===== src/rtl/uart_btn_tx.sv =====
// UART transmitter: sends one 8-bit byte per rising edge of the debounced button (8N1, LSB first).
// Define UART_TX_PARITY_EN to insert an even-parity bit after the data bits (8E1).
module uart_btn_tx #(
   parameter int CLK_FREQ = 100_000_000,
   parameter int BAUD     = 9600
) (
   input  logic       clk,
   input  logic       rst,
   input  logic       send,
   input  logic [7:0] data_in,
   output logic       tx,
   output logic       busy,
   output logic       done
);

   localparam int CLKS_PER_BIT = CLK_FREQ / BAUD;
   localparam int CNT_W        = (CLKS_PER_BIT > 1) ? $clog2(CLKS_PER_BIT) : 1;
   localparam logic [CNT_W-1:0] BAUD_LAST = CNT_W'(CLKS_PER_BIT - 1);

   typedef enum logic [2:0] {
      S_IDLE   = 3'd0,
      S_START  = 3'd1,
      S_DATA   = 3'd2,
      S_STOP   = 3'd3
`ifdef UART_TX_PARITY_EN
      , S_PARITY = 3'd4
`endif
   } state_t;

`ifdef UART_TX_PARITY_EN
   function automatic logic even_parity(input logic [7:0] b);
      return ^b;
   endfunction
`endif

   state_t           state_q, state_d;
   logic [CNT_W-1:0] baud_cnt_q, baud_cnt_d;
   logic [2:0]       bit_idx_q, bit_idx_d;
   logic [7:0]       shreg_q, shreg_d;
   logic             send_q, send_d;
   logic             tx_q, tx_d;
   logic             busy_q, busy_d;
   logic             done_q, done_d;
   logic             send_edge;
   logic             baud_last;
   logic [2:0]       bit_idx_nxt;

   assign send_edge   = send & ~send_q;
   assign baud_last   = (baud_cnt_q == BAUD_LAST);
   assign bit_idx_nxt = bit_idx_q + 3'd1;

   // Next-state and registered-output computation; tx is set for the bit being entered.
   always_comb begin
      state_d    = state_q;
      baud_cnt_d = baud_cnt_q;
      bit_idx_d  = bit_idx_q;
      shreg_d    = shreg_q;
      send_d     = send;
      tx_d       = tx_q;
      busy_d     = busy_q;
      done_d     = 1'b0;
      case (state_q)
         S_IDLE: begin
            baud_cnt_d = '0;
            bit_idx_d  = 3'd0;
            tx_d       = 1'b1;
            busy_d     = 1'b0;
            if (send_edge) begin
               shreg_d = data_in;
               state_d = S_START;
               tx_d    = 1'b0;
               busy_d  = 1'b1;
            end else begin
               state_d = S_IDLE;
            end
         end
         S_START: begin
            if (baud_last) begin
               baud_cnt_d = '0;
               bit_idx_d  = 3'd0;
               state_d    = S_DATA;
               tx_d       = shreg_q[0];
            end else begin
               baud_cnt_d = baud_cnt_q + CNT_W'(1);
            end
         end
         S_DATA: begin
            if (baud_last) begin
               baud_cnt_d = '0;
               if (bit_idx_q == 3'd7) begin
`ifdef UART_TX_PARITY_EN
                  state_d = S_PARITY;
                  tx_d    = even_parity(shreg_q);
`else
                  state_d = S_STOP;
                  tx_d    = 1'b1;
`endif
               end else begin
                  bit_idx_d = bit_idx_nxt;
                  tx_d      = shreg_q[bit_idx_nxt];
               end
            end else begin
               baud_cnt_d = baud_cnt_q + CNT_W'(1);
            end
         end
`ifdef UART_TX_PARITY_EN
         S_PARITY: begin
            if (baud_last) begin
               baud_cnt_d = '0;
               state_d    = S_STOP;
               tx_d       = 1'b1;
            end else begin
               baud_cnt_d = baud_cnt_q + CNT_W'(1);
            end
         end
`endif
         S_STOP: begin
            if (baud_last) begin
               // Returning to IDLE here lets an edge in the done cycle start the next frame.
               baud_cnt_d = '0;
               state_d    = S_IDLE;
               tx_d       = 1'b1;
               busy_d     = 1'b0;
               done_d     = 1'b1;
            end else begin
               baud_cnt_d = baud_cnt_q + CNT_W'(1);
            end
         end
         default: begin
            state_d    = S_IDLE;
            baud_cnt_d = '0;
            bit_idx_d  = 3'd0;
            tx_d       = 1'b1;
            busy_d     = 1'b0;
         end
      endcase
   end

   // State and output registers with synchronous reset.
   always_ff @(posedge clk) begin
      if (rst) begin
         state_q    <= S_IDLE;
         baud_cnt_q <= '0;
         bit_idx_q  <= 3'd0;
         shreg_q    <= 8'h00;
         send_q     <= 1'b0;
         tx_q       <= 1'b1;
         busy_q     <= 1'b0;
         done_q     <= 1'b0;
      end else begin
         state_q    <= state_d;
         baud_cnt_q <= baud_cnt_d;
         bit_idx_q  <= bit_idx_d;
         shreg_q    <= shreg_d;
         send_q     <= send_d;
         tx_q       <= tx_d;
         busy_q     <= busy_d;
         done_q     <= done_d;
      end
   end

   assign tx   = tx_q;
   assign busy = busy_q;
   assign done = done_q;

endmodule


===== config.mk =====
export PLATFORM = sky130hd
export DESIGN_NAME = uart_btn_tx
export DESIGN_NICKNAME = d
export VERILOG_FILES = /design/src/rtl/uart_btn_tx.sv
export SDC_FILE = /design/constraint.sdc
export NUM_CORES = 1
export LEC_CHECK = 0
export BUFFER_PORTS_ARGS = -buffer_cell sky130_fd_sc_hd__buf_2
export CELL_PAD_IN_SITES_DETAIL_PLACEMENT = 0
export CELL_PAD_IN_SITES_GLOBAL_PLACEMENT = 1
export CORE_ASPECT_RATIO = 2
export CORE_MARGIN = 1
export CORE_UTILIZATION = 45
export DETAILED_ROUTE_END_ITERATION = 6
export GPL_TIMING_DRIVEN = 0
export PLACE_DENSITY = 0.78
export SKIP_CTS_REPAIR_TIMING = 1
export SYNTH_ARGS = -nofsm -noshare
export SYNTH_HDL_FRONTEND = slang
export SYNTH_SLANG_ARGS = --single-unit

===== constraint.sdc =====
create_clock -name clk -period 2.33 [get_ports clk]
set_input_delay 0.1165 -clock clk [delete_from_list [all_inputs] [get_ports clk]]
set_output_delay 0.1165 -clock clk [all_outputs]
set_load 0.1 [all_outputs]

==> impl_results.md, run 1 <==
- Die height: 84.16 microns
- Die Footprint: 0.003626 sq mm
- Remaining routing DRC violations: 0
- GP Congestion: 0.7543
- Worst-margin pin slew: 0.4830 ns
- Clock transition at path regs: 0.06 ns
- Worst Setup Slack, final: 0.3354 ns
- Place WS: 0.3433 ns
- Layout net count: 191
- Clock sinks: 31
- Drt total wl: 2858 microns
- Status: completed
- Largest net degree at the start of global routing: 11
- Grt ovf: 0
- TritonRoute pass-1 iters: 4
- Ant. Diodes: 0
- Min Clock Period, post-route: 1.995 ns
- Net Count, Synth: 171
- # IOs: 14
- Max-slew violation count: 0
- Max Clk Rate: 0.5014 GHz
- VDD IR-drop max: 0.0006718 V
- DP HPWL: 2238 microns
- Number of synthesized flops with an enable pin: 0
- Initial Util: 47.57%
- Largest stage delay, worst path: 0.44 ns
- Later-pin clock latency in the skew report: 0.28 ns
- Critical Path, Cell by Cell: inv_1, ha_1, clkbuf_1, or3_1, a21oi_1, mux2i_1
- Final Hold Vio Count: 0
- Crit Reg-Reg Startpoint: state_q[0]
- CTS H-tree depth: 2
- Post-DP Area: 0.001623 sq mm
- Hold Startpoint: data_in[3]
- CP Launch Point: state_q[0]
- Area delta synth->final: 12.60%
- Drt initial violations: 13
- Fill count: 310
- Synthesized area: 0.001519 sq mm
- Most common cell after layout, fill and taps aside: dfxtp_1
- Worst Setup End Kind: register
- CP Max Fanout: 9
- # setup viols final: 0
- Top_reg_cell synth: dfxtp_1
- DR vias: 1111
- Clk buf depth: 2
- CP max stage cell: or3_1
- Max Cap Violations: 0
- Die span in x: 43.08 microns
- Critical Path RT: 2.54 ns
- Synth Register Bits: 31
- CP delay by family, top: simple AND/OR/NAND/NOR gates
- Min-Delay Path Class: in2reg
- Core box area: 0.003193 sq mm
- Leakage power: 0.7348 nW
- Setup TNS: 0 ns
- Total GRT Usage: 17.42%
- Final period utilization: 85.60%
- Most frequent cells in the layout: 31 x dfxtp_1, 23 x nor2_1, 15 x buf_2, 15 x mux2i_1, 9 x xor2_1
- Ratio of cells with drive above 1 in the final layout: 19.77%
- Gate Count Post-Synth: 152
- Via density: 5.473
- Async SR Flop Fraction: 0%
- First-pass GRT wire length: 4767 microns
- Slew Limit Headroom: 68.02%
- Arrival time at the worst endpoint: 2.20 ns
- CTS tree: yes
- ANT nets after route: 0
- Critical path launch point type: register
- Clock Skews: 0.004948 ns
- Rows: 29
- Syn Area/Cell: 9.993 sq um
- PortBufs: 13
- Critical path type: reg2reg
- Synth Warn #: 0
- Number of global-route vias before repair: 1094
- CTS buffer count: 5
- Buf/Inv on CP: 2
- Unrepaired setup endpoints after global routing: no
- Tot Pwr: 1.531 mW
- Power density cells: 895.1 mW/mm^2
- Routed len/inst: 14.08 microns
- CTS root buffer: clkbuf_8
- Distinct cell type count after synthesis: 34
- Initial antenna violation count: 0
- Post-route cell area: 0.001710 sq mm
- Post-synthesis sequential area ratio: 40.86%
## power by group
part / internal [mW] / switching [mW] / total (mW)
Combinational: 0.203 / 0.286 / 0.489
Clock: 0.231 / 0.186 / 0.418
Sequential: 0.581 / 0.0432 / 0.624
## per-layer routing
| layer | vias up | GRT usage [%] | share of wire (%) |
|---|---|---|---|
| met5 | - | 0 | 0 |
| met4 | 0 | 9.917 | 2.2 |
| met3 | 6 | 3.226 | 2.2 |
| met2 | 17 | 33.24 | 58 |
| met1 | 523 | 15.78 | 37 |
| li1 | 565 | - | - |
## stage by stage
stage	hold slack, ns	util (%)	cells
after floorplan	0.2447	-	152
after global placement	0.3465	50.82	196
after detailed placement	0.3584	50.82	196
after CTS	0.06273	53.57	203
after global routing	0.07224	53.57	203
final	0.07056	53.57	203
## cell families (layout without fill, tap and decap cells)
kind of cell | after synthesis | after routing | share of synthesized area (%)
AO/OA/AOI/OAI | 10 | 10 | 5.437
XOR/XNOR | 10 | 10 | 5.766
multiplexers | 19 | 19 | 14.33
AND/OR/NAND/NOR | 66 | 66 | 24.88
adder cells (fa/ha/maj) | 8 | 8 | 6.590
buffers and inverters | 8 | 28 | 2.142
flip-flops | 31 | 31 | 40.86
## state kept, by name (all words and copies together) (netlist names)
name and cells:
busy 1, tx 1, shreg_q 8, send_q 1, baud_cnt_q 14, done 1
bit_idx_q 3, state_q 2
## worst register-to-register path, stage by stage, from the launching register on
cell and delay [ns]:
dfxtp_1 0.43, inv_1 0.10, ha_1 0.21, clkbuf_1 0.21
or3_1 0.44, a21oi_1 0.32, mux2i_1 0.22
## synth_stat cells (3+ instances only)
| library cell | instances | area [sq um] |
|---|---|---|
| clkbuf_1 | 4 | 15.01 |
| xor2_1 | 9 | 78.83 |
| mux2i_1 | 15 | 150.1 |
| a21oi_1 | 5 | 25.02 |
| nand2_1 | 6 | 22.52 |
| ha_1 | 8 | 100.1 |
| nor2_1 | 23 | 86.33 |
| dfxtp_1 | 31 | 620.6 |
| nand3_1 | 4 | 20.02 |
| nand3b_1 | 3 | 22.52 |
| nor2b_1 | 3 | 18.77 |
| nand2b_1 | 8 | 50.05 |
| nand4_1 | 4 | 25.02 |
## layout make-up
type | count | area, sq um | area share (%)
clock inverter | 1 | 5.005 | 0.2926
tap | 31 | 38.79 | 2.268
sequential | 31 | 620.6 | 36.28
clock buffer | 6 | 82.58 | 4.828
buffer | 6 | 25.02 | 1.463
timing repair buffer | 13 | 65.06 | 3.804
multi-input combinational | 113 | 865.8 | 50.62
inverter | 2 | 7.507 | 0.4389
## path summary, 6_finish.rpt
path                   endpoint  slack [ns]  cells past startpoint
setup / recovery     state_q[0]        0.34                      6
hold / removal       shreg_q[3]        0.07                      3
setup reg to reg     state_q[0]        0.34                      6
hold reg to reg   baud_cnt_q[0]        0.46                      1
No activity file was read; power rests on OpenSTA's default activity.
==> inputs of run 2 (changes only) <==
--- a/config.mk
+++ b/config.mk
@@ -14,6 +14,7 @@
 export DETAILED_ROUTE_END_ITERATION = 6
 export GPL_TIMING_DRIVEN = 0
 export PLACE_DENSITY = 0.78
+export RECOVER_POWER = 100
 export SKIP_CTS_REPAIR_TIMING = 1
 export SYNTH_ARGS = -nofsm -noshare
 export SYNTH_HDL_FRONTEND = slang
==> impl_results.md, run 2 (synthesis gave the netlist of run 1 again) <==
- Status: completed
- Die Footprint: 0.003626 sq mm (unchanged)
- Post-DP Area: 0.001623 sq mm (unchanged)
- Drt initial violations: 14 (+1)
- Worst Setup End Kind: register
- Critical path launch point type: register
- GP Congestion: 0.7543 (unchanged)
- Worst-margin pin slew: 1.161 ns (+0.6783 ns)
- DP HPWL: 2238 microns (unchanged)
- Layout net count: 191 (unchanged)
- Biggest register: baud_cnt_q
- Power density cells: 891.8 mW/mm^2 (-0.37%)
- Place WS: 0.3433 ns (unchanged)
- Final Hold Vio Count: 0 (unchanged)
- Grt ovf: 0 (unchanged)
- PortBufs: 13 (unchanged)
- Hold_ws: 0.06979 ns (-0.0007757 ns)
- Max Clk Rate: 0.4975 GHz (-0.77%)
- Die span in x: 43.08 microns (unchanged)
- Die height: 84.16 microns (unchanged)
- ANT nets after route: 0 (unchanged)
- Worst Setup Slack, final: 0.3199 ns (-0.01551 ns)
- CP Max Fanout: 9 (unchanged)
- VDD IR-drop max: 0.0006731 V (+0.19%)
- Setup TNS: 0 ns (unchanged)
- Drt total wl: 2834 microns (-0.84%)
- Arrival time at the worst endpoint: 2.22 ns (+0.02 ns)
- TritonRoute pass-1 iters: 2 (-2)
- Clock Skews: 0.004967 ns (+0.00001859 ns)
- Via density: 5.483 (+0.18%)
- Ant. Diodes: 0 (unchanged)
- # setup viols final: 0 (unchanged)
- Max Cap Violations: 0 (unchanged)
- CTS H-tree depth: 2 (unchanged)
- Largest net degree at the start of global routing: 11 (unchanged)
- DR vias: 1113 (+0.18%)
- Slew Limit Headroom: 22.91% (-45 points)
- Min Clock Period, post-route: 2.010 ns (+0.01551 ns)
- Clock transition at path regs: 0.06 ns (about the same)
- Most frequent cells in the layout: 31 x dfxtp_1, 23 x nor2_1, 15 x mux2i_1
- First-pass GRT wire length: 4767 microns (unchanged)
- Routed len/inst: 13.96 microns (-0.84%)
- Min-Delay Path Class: in2reg
- CTS root buffer: clkbuf_8
- # IOs: 14 (unchanged)
- Max FFs per register: 14 (unchanged)
- Post-route cell area: 0.001692 sq mm (-1.1%)
- Unrepaired setup endpoints after global routing: no
- Clk buf depth: 2 (unchanged)
- Later-pin clock latency in the skew report: 0.28 ns (about the same)
- Most common cell after layout, fill and taps aside: dfxtp_1
- Final period utilization: 86.27% (+0.67 points)
- Critical path type: reg2reg
- Core box area: 0.003193 sq mm (unchanged)
- Total GRT Usage: 17.42% (unchanged)
- Initial antenna violation count: 0 (unchanged)
- Max-slew violation count: 0 (unchanged)
- CTS buffer count: 5 (unchanged)
- Rows: 29 (unchanged)
- Area delta synth->final: 11.37%
- Leakage power: 0.7187 nW (-2.2%)
- CTS tree: yes
- Ratio of cells with drive above 1 in the final layout: 16.28% (-3.5 points)
- Clock sinks: 31 (unchanged)
- Biggest regs: baud_cnt_q x14, shreg_q x8, bit_idx_q x3
- Initial Util: 47.57% (unchanged)
- Critical Path RT: 2.54 ns (about the same)
- Remaining routing DRC violations: 0 (unchanged)
- Number of global-route vias before repair: 1094 (unchanged)
run 2: routing by layer:
metal	vias up	global-route usage (%)	part of all wire [%]
li1	566	-	-
met1	527	15.78	37
met2	14	33.24	58
met3	6	3.226	2.3
met4	0	9.917	2.5
met5	-	0	0
run 2: cell type report:
type	instances	area, sq um
Timing Repair Buffer	13	60.06
Inverter	2	7.507
Fill cell	316	1501
Buffer	6	22.52
Sequential cell	31	620.6
Tap cell	31	38.79
Clock buffer	6	82.58
Multi-Input combinational cell	113	854.6
Clock inverter	1	5.005
run 2: final timing paths:
| check | startpoint | to | slack (ns) | depth (start not counted) |
|---|---|---|---|---|
| worst min register to register | baud_cnt_q[0] | baud_cnt_q[0] | 0.46 | 1 |
| worst max register to register | state_q[0] | bit_idx_q[0] | 0.32 | 6 |
| worst min-delay path | data_in[3] | shreg_q[3] | 0.07 | 3 |
| worst max-delay path | state_q[0] | bit_idx_q[0] | 0.32 | 6 |
run 2: metrics by stage:
step	total power, mW	util (%)	std cells
after CTS	1.552	53.57	203
after global placement	1.109	50.82	196
after detailed placement	1.126	50.82	196
after global routing	1.591	52.98	203
final	1.509	52.98	203
after floorplan	1.028	-	152
run 2: power breakdown:
part           leakage (nW)  switching, mW  total (mW)  internal (mW)
Combinational         0.420          0.279       0.466          0.187
Clock                0.0470          0.188       0.419          0.231
Sequential            0.252         0.0433       0.624          0.581
Total                 0.719          0.510        1.51          0.999
run 2: worst max-delay path, cell delays in order (launching register included):
cell      delay, ns
dfxtp_1        0.43
inv_1          0.10
ha_1           0.21
clkbuf_1       0.19
or2_2          0.34
a221oi_2       0.44
mux2i_1        0.24
